File: src/rtl/complex_bfly_addsub.sv
// Radix-2 butterfly add/subtract stage: A+B and A-B on complex operands with
// optional 1/2 scaling, fraction alignment, saturate/wrap and a sticky overflow flag.
module complex_bfly_addsub #(
  parameter int IN_W     = 13,
  parameter int IN_FRAC  = 8,
  parameter int OUT_W    = 13,
  parameter int OUT_FRAC = 8,
  parameter int PIPE     = 2,
  parameter int SAT      = 1
) (
  input  logic                    CLK,
  input  logic                    RST,
  input  logic                    in_valid,
  output logic                    in_ready,
  input  logic signed [IN_W-1:0]  a_re,
  input  logic signed [IN_W-1:0]  a_im,
  input  logic signed [IN_W-1:0]  b_re,
  input  logic signed [IN_W-1:0]  b_im,
  input  logic                    scale,
  output logic                    out_valid,
  input  logic                    out_ready,
  output logic signed [OUT_W-1:0] sum_re,
  output logic signed [OUT_W-1:0] sum_im,
  output logic signed [OUT_W-1:0] dif_re,
  output logic signed [OUT_W-1:0] dif_im,
  output logic                    ovf,
  input  logic                    ovf_clr
);

  localparam int SHIFT = IN_FRAC - OUT_FRAC;
  localparam int XW    = IN_W + 2;
  localparam int WW    = ((XW > OUT_W) ? XW : OUT_W) + 1;
  localparam int PW    = 4 * OUT_W + 1;

  localparam logic signed [WW-1:0] MAX_V = {{(WW-OUT_W+1){1'b0}}, {(OUT_W-1){1'b1}}};
  localparam logic signed [WW-1:0] MIN_V = {{(WW-OUT_W+1){1'b1}}, {(OUT_W-1){1'b0}}};
  localparam logic signed [XW-1:0] ONE   = {{(XW-1){1'b0}}, 1'b1};

  // Returns {overflow, formatted value}; overflow is judged on the aligned value
  // before saturation so it is reported identically in saturate and wrap modes.
  function automatic logic [OUT_W:0] fmt(input logic signed [IN_W:0] x, input logic sc);
    logic signed [XW-1:0]    ext;
    logic signed [XW-1:0]    scl;
    logic signed [XW-1:0]    aln;
    logic signed [WW-1:0]    wide;
    logic                    o;
    logic signed [OUT_W-1:0] res;
    ext  = XW'(x);
    scl  = sc ? ((ext + ONE) >>> 1) : ext;
    aln  = scl >>> SHIFT;
    wide = WW'(aln);
    o    = (wide > MAX_V) || (wide < MIN_V);
    if (o && (SAT != 0))
      res = wide[WW-1] ? MIN_V[OUT_W-1:0] : MAX_V[OUT_W-1:0];
    else
      res = wide[OUT_W-1:0];
    return {o, res};
  endfunction

  logic signed [IN_W:0] s_re;
  logic signed [IN_W:0] s_im;
  logic signed [IN_W:0] d_re;
  logic signed [IN_W:0] d_im;

  assign s_re = (IN_W+1)'(a_re) + (IN_W+1)'(b_re);
  assign s_im = (IN_W+1)'(a_im) + (IN_W+1)'(b_im);
  assign d_re = (IN_W+1)'(a_re) - (IN_W+1)'(b_re);
  assign d_im = (IN_W+1)'(a_im) - (IN_W+1)'(b_im);

  logic [OUT_W:0] f_sr;
  logic [OUT_W:0] f_si;
  logic [OUT_W:0] f_dr;
  logic [OUT_W:0] f_di;

  assign f_sr = fmt(s_re, scale);
  assign f_si = fmt(s_im, scale);
  assign f_dr = fmt(d_re, scale);
  assign f_di = fmt(d_im, scale);

  // Stage payload: {overflow, sum_re, sum_im, dif_re, dif_im}
  logic [PW-1:0] pay_in;

  assign pay_in = {f_sr[OUT_W] | f_si[OUT_W] | f_dr[OUT_W] | f_di[OUT_W],
                   f_sr[OUT_W-1:0], f_si[OUT_W-1:0], f_dr[OUT_W-1:0], f_di[OUT_W-1:0]};

  logic [PIPE-1:0] vld;
  logic [PW-1:0]   pay [PIPE];
  logic            adv;
  logic            xfer;

  // Handshake: a transfer happens on any edge where valid && ready. in_ready
  // depends only on out_valid and out_ready, so the whole pipeline advances or
  // stalls as one and in_valid never feeds in_ready combinationally.
  assign out_valid = vld[PIPE-1];
  assign in_ready  = !out_valid || out_ready;
  assign adv       = in_ready;
  assign xfer      = out_valid && out_ready;

  always_ff @(posedge CLK or posedge RST) begin
    if (RST) begin
      vld <= '0;
      for (int i = 0; i < PIPE; i++) pay[i] <= '0;
    end else if (adv) begin
      vld[0] <= in_valid;
      pay[0] <= pay_in;
      for (int i = 1; i < PIPE; i++) begin
        vld[i] <= vld[i-1];
        pay[i] <= pay[i-1];
      end
    end
  end

  assign sum_re = pay[PIPE-1][4*OUT_W-1 -: OUT_W];
  assign sum_im = pay[PIPE-1][3*OUT_W-1 -: OUT_W];
  assign dif_re = pay[PIPE-1][2*OUT_W-1 -: OUT_W];
  assign dif_im = pay[PIPE-1][OUT_W-1:0];

  // Set wins over clear when both land on the same edge.
  always_ff @(posedge CLK or posedge RST) begin
    if (RST)
      ovf <= 1'b0;
    else if (xfer && pay[PIPE-1][PW-1])
      ovf <= 1'b1;
    else if (ovf_clr)
      ovf <= 1'b0;
  end

endmodule

File: config.mk
export PLATFORM = sky130hd
export DESIGN_NAME = complex_bfly_addsub
export DESIGN_NICKNAME = d
export VERILOG_FILES = /design/src/rtl/complex_bfly_addsub.sv
export SDC_FILE = /design/constraint.sdc
export NUM_CORES = 1
export LEC_CHECK = 0
export CORE_MARGIN = 3
export CORE_UTILIZATION = 30
export CTS_BUF_LIST = sky130_fd_sc_hd__clkbuf_8
export DETAILED_ROUTE_END_ITERATION = 10
export MAX_ROUTING_LAYER = met4
export PLACE_DENSITY = 0.55
export SYNTH_ARGS = -nofsm -noshare
export SYNTH_HDL_FRONTEND = slang
export SYNTH_SLANG_ARGS = --single-unit
export TNS_END_PERCENT = 20
File: constraint.sdc
create_clock -name CLK -period 3.43 [get_ports CLK]
set_input_delay 0.686 -clock CLK [delete_from_list [all_inputs] [get_ports CLK]]
set_output_delay 0.686 -clock CLK [all_outputs]
set_load 0.005 [all_outputs]
* After elaboration in Yosys (flattened, before gate mapping)
Index checks and enable logic that the tools add are counted.
Word-level totals: flip-flop bits (word level) 109, input bits 58, logic and storage cells 46
Cells by class: add/subtract/negate cells 8, order comparisons 8, muxes and demuxes 14, bitwise gates (word level) 3, reductions and logical operators 9
Operator list (number):
- $mux 13 | 8
- $add 14x2->15 const B | 4
- $gt 15x13->1 const B | 4
- $lt 15x13->1 const B | 4
- $mux 15 | 4
- $add 13x13->14 | 2
- $sub 13x13->14 | 2
- $logic_or 1x1->1 | 5
- $or 1x1->1 | 3
- $logic_and 1x1->1 | 2
- $mux 1 | 2
- $reduce_bool 2->1 | 1
- $logic_not 1->1 | 1

* Logic depth before layout (Yosys ltp)
depth after elaboration 8, mapped depth 15

* Least setup slack after synthesis
OpenSTA, ideal clock, no wires.
kind input to register, start input port a_re[0], end register pay[67] (netlist name), arrival 3.637 ns, setup slack -0.331 ns, stages 14, buffers on the path 1, cell sequence inv_1 > ha_1 > inv_1 > fa_1 > a211oi_2 > nor2_2 > xor2_1 > nand4b_2 > or4b_4 > o311ai_2 > and2_1 > buf_6 > nor3_1 > a211o_1
Between the ends: longest elaborated chain between the ends 6, elaborated cells between the ends (all ways) 8, those cells by class 2 x add/sub; 2 x order compare; 3 x mux; 1 x reduce/logical
Ends and longest elaborated chain:
- start: declaration | line 15 | input logic signed [IN_W-1:0] a_re,
- $sub 13x13->14 * | line 67 | assign d_re = (IN_W+1)'(a_re) - (IN_W+1)'(b_re);
- $add 14x2->15 | line 49 | scl = sc ? ((ext + ONE) >>> 1) : ext;
- $mux 15 * | line 49
- $gt 15x13->1 / $lt 15x13->1 (equally long branches) | line 52 | o = (wide > MAX_V) || (wide < MIN_V);
- $logic_or 1x1->1 | line 52
- $mux 13 * | line 53 | if (o && (SAT != 0))
- end signal: indexed assignment | line 108 | pay[i] <= pay[i-1];
- end: declaration | line 87 | logic [PW-1:0] pay [PIPE];
Every way passes the cells marked *; elsewhere a longest branch is shown, timed or not. A chain may end at the register's enable or synchronous reset.

* Worst setup path after layout
start input port b_im[7], end register pay[83] (netlist name)
Between the ends: longest elaborated chain between the ends 6, elaborated cells between the ends (all ways) 8, those cells by class 2 x add/sub; 2 x order compare; 3 x mux; 1 x reduce/logical
Ends and longest elaborated chain:
- start: declaration | line 18 | input logic signed [IN_W-1:0] b_im,
- $add 13x13->14 * | line 66 | assign s_im = (IN_W+1)'(a_im) + (IN_W+1)'(b_im);
- $add 14x2->15 | line 49
- $mux 15 * | line 49
- $gt 15x13->1 / $lt 15x13->1 (equally long branches) | line 52
- $logic_or 1x1->1 | line 52
- $mux 13 * | line 53
Marked as above.

==> results.md <==
* Result of the run: finished, violations left
* Violations in the final reports: setup timing
* Slew HR at 27.45%
* Total via count after detailed routing at 10.22k
* Num CTS Buffers at 9
* Number of instances in the synthesized netlist at 1,276
* Insertion delay of the later-clocked pin in the worst-skew pair at 380 ps
* Post-DP HPWL at 23,680 um
* Switching power total at 2.285 mW
* Commonest non-fill, non-tap cells in the layout: buf_4, nand2_1, dfrtp_1
* Count of placed standard cells including taps at 2,005
* Arrival time worst endpoint at 3760 ps
* Layout net count at 1,727
* Number of different library cells in the post-synthesis netlist at 111
* Starting density of the core at 30.76%
* Final cell count without fillers at 2,056
* Pre-CTS worst setup slack at -960.4 ps
* Number of port buffers at 112
* Area occupied by multi-input gates at 7306 um2
* Maximum fanout encountered on the critical timing path at 7
* TritonCTS clock tree: yes
* Kind of path behind the tightest hold check: reg2reg
* Portion of total power attributed to the clock network at 14.5%
* I/O Pins at 113
* Final worst hold slack at 471.2 ps
* Arithmetic-cell share of the synthesized area counting full adders, half adders and majority gates at 8.280%
* Layout overhead on the synthesized area at 46.98%
* Synthesized area per cell at 7.923 um2
* Y dimension of the die at 189.6 um
* Type of the worst setup path: in2reg
* Final-report hold violation count at 0
* # fillers at 3,312
* Critical Path Start Type: input port
* Starting DRT DRC Count at 688
* Skew final at 14.72 ps
* Post-Synth XOR/XNOR Area at 3.428%
* Fraction of layout instances using a drive strength above 1 at 34.94%
* Maximum ir drop on the vdd rail at 0.2147 mV
* Final Cycle Share at 101.8%
* Number of global-route vias before repair at 10.05k
* Sequential cell area at 2728 um2
* Number of antenna violations at the first check in global routing at 0
* Slew Limit Fails at 0
* Critical R2R Launch: vld[1]
* Sequential fraction of design power at 30.9%
* Clock transition time at the flip-flop clock pins of the worst setup and hold paths at 120 ps
* Post-synthesis instance area at 10,110 um2
* Routed wire length at 31,090 um
* Die footprint at 35,940 um2
* Drt pass-1 iters at 5
* RSZ-0062 raised after global routing: yes
* Main combinational cell family by area after synthesis: compound AO/OA/AOI/OAI gates
* Min cycle time layout at 3490 ps
* Sequential fraction of the synthesis area at 26.98%
* Crit. End Element: register
* Inserted Diodes at 0
* Placeable core region at 32,870 um2
* Detailed-route vias per instance at 4.970
* Capturing element of the worst setup path: pay[83]
* Synth Register Bits at 109
* Crit path from: b_im[7]
* Buffer depth of the longest clock path at 2
* Post-synth net total at 1,394
* CP max stage cell: clkdlybuf4s50_1
* Clk sink count at 109
* DIE WIDTH at 189.6 um
* Worst Setup Slack, final at -60.06 ps
* Most common flop cell mapped by yosys: dfrtp_1
* R2r setup slk at 1470 ps
* Multiplexer area fraction after synthesis at 1.337%
* Global-route wire length before repair at 51,580 um
* Count of maximum capacitance violations at 0
* Synth async-reset ratio at 100.0%
* Total of warnings raised by yosys at 0
* Number of H-tree levels at 3
* Synth Area in Compound Gates at 26.49%
* Power density over the cells at 413.5 nW/um2
* Most common cell after layout, fill and taps aside: buf_4
* Remaining routing DRC violations at 0
* EDFF count, synth at 0
* Layout Utilization at 45.21%
* Clock tree root driver cell: clkbuf_8
* Final estimated routing congestion in global placement at 0.8328
* Final routed wire length divided by cell count at 15.12 um
* End of the worst register-to-register path: pay[84]
* Biggest cell delay along the critical path at 480 ps
* Required time at the endpoint of the critical path at 3700 ps
* Measured slew at the worst slew-check pin at 1087 ps
* # rows at 66
* Final global-route overflow total at 0
* Setup violation total in the final timing report at 16
* Power Internal at 3.860 mW
* Number of antenna-violating nets in the routed design at 0
* Global router's overall resource usage at 17.60%
* Combinational share of power at 54.7%
* Maximum clock frequency at 286.5 MHz
* Largest net degree at the start of global routing at 118
* Simple logic cell fraction of the synthesized area at 23.60%
* Post-layout power at 6.145 mW
* Sw Ratio at 37.18%
* Worst-case reg-to-reg path depth at 6
* Cells traversed along the worst timing path: clkdlybuf4s50_1, inv_1, ha_4, nor2b_1, or2_2, mux2_2, or3_1, o2111a_2, a311oi_2, a211oi_2, maj3_2, mux2_4
* Static leakage power at 6.654 nW
[per-stage QoR]
stage / TNS, ps / area (um2)
after floorplan: -1835 / 10350
after global placement: -40320 / 13620
after detailed placement: -44190 / 13620
after CTS: -88.29 / 14460
after global routing: -4918 / 14860
final: -402.9 / 14860
[worst min-delay path by stage]
stage | from | endpoint | slack (ps) | depth (start not counted)
4_1_cts | pay[105] | pay[52] | 480 | 2
5_1_grt | pay[91] | sum_im[12] | 500 | 2
3_3_place_gp | vld[0] | vld[1] | 450 | 1
2_1_floorplan | vld[0] | vld[0] | 430 | 2
3_5_place_dp | vld[0] | vld[1] | 450 | 1
6_report | vld[0] | vld[1] | 470 | 1
[layout make-up]
class	count	share of cell area (%)
tap	442	3.722
clock inverter	7	0.7073
inverter	66	1.861
timing repair buffer	448	25.35
clock buffer	9	0.8336
sequential	109	18.36
multi-input combinational	975	49.17
[worst max-delay path: cells and delay by family]
family | cells | cell delay [ps]
AO/OA/AOI/OAI | 3 | 650
adder cells (fa/ha/maj) | 2 | 630
buffers and inverters | 2 | 560
multiplexers | 2 | 510
AND/OR/NAND/NOR | 3 | 730
[registers in the layout, indices dropped and copies added, names as in the netlist]
name and flops:
dif_im 13, dif_re 13, ovf 1, pay 54, sum_im 13, sum_re 13, vld 2
[synthesized netlist by cell type, types with 10 or more instances]
library cell  instances  area share, %
or2_2                13           0.80
nand2b_1             12           0.74
nor2_1               70            2.6
a221o_1              14            1.4
nor2b_1              21            1.3
nand3_1              30            1.5
o21ai_1              16           0.79
xnor2_1              27            2.3
ha_1                 56            6.9
a21o_1               10           0.74
o21ai_0              56            2.8
nand2_1             227            8.4
dfrtp_1             109             27
and3_1               14           0.87
a211oi_1             10           0.74
nor3_1               30            1.5
a32o_1               11            1.1
a21oi_1              95            4.7
inv_1                62            2.3
clkbuf_1             41            1.5
buf_4                61            4.5
buf_2                19           0.94
a31oi_1              17            1.1
o22ai_1              13           0.80
[kinds of logic after synthesis]
family / after synthesis
simple gates: 489
compound gates: 370
buf+inv: 193
flops: 109
fa+ha+maj: 65
xor+xnor: 37
mux: 13
[power groups by stage]
stage	logic (mW)	clock network, mW	registers, mW
floorplan	1.90	0	1.85
global placement	3.01	0	1.93
detailed placement	3.05	0	1.93
CTS	3.23	0.922	1.91
global route	3.69	0.973	1.95
finish	3.36	0.888	1.90
[layer usage]
layer / GRT usage (%) / vias up / wire, um / share of wire (%)
li1: - / 5182 / - / -
met1: 26.73 / 4842 / 16440 / 53
met2: 26.00 / 177 / 13450 / 43
met3: 1.106 / 18 / 923 / 3.0
met4: 3.213 / 0 / 274 / 0.88
met5: - / - / 0 / 0
[timing repair]
action / CTS / global route
buffers inserted: 23 / 9
pin swaps: 51 / 40
resized for setup: 134 / 79
endpoints found under the setup margin: 53 / 53
hold endpoints to repair: 0 / 0
gates cloned: 3 / 1
hold buffers: 0 / 0
(Power assumes the default switching activity.)
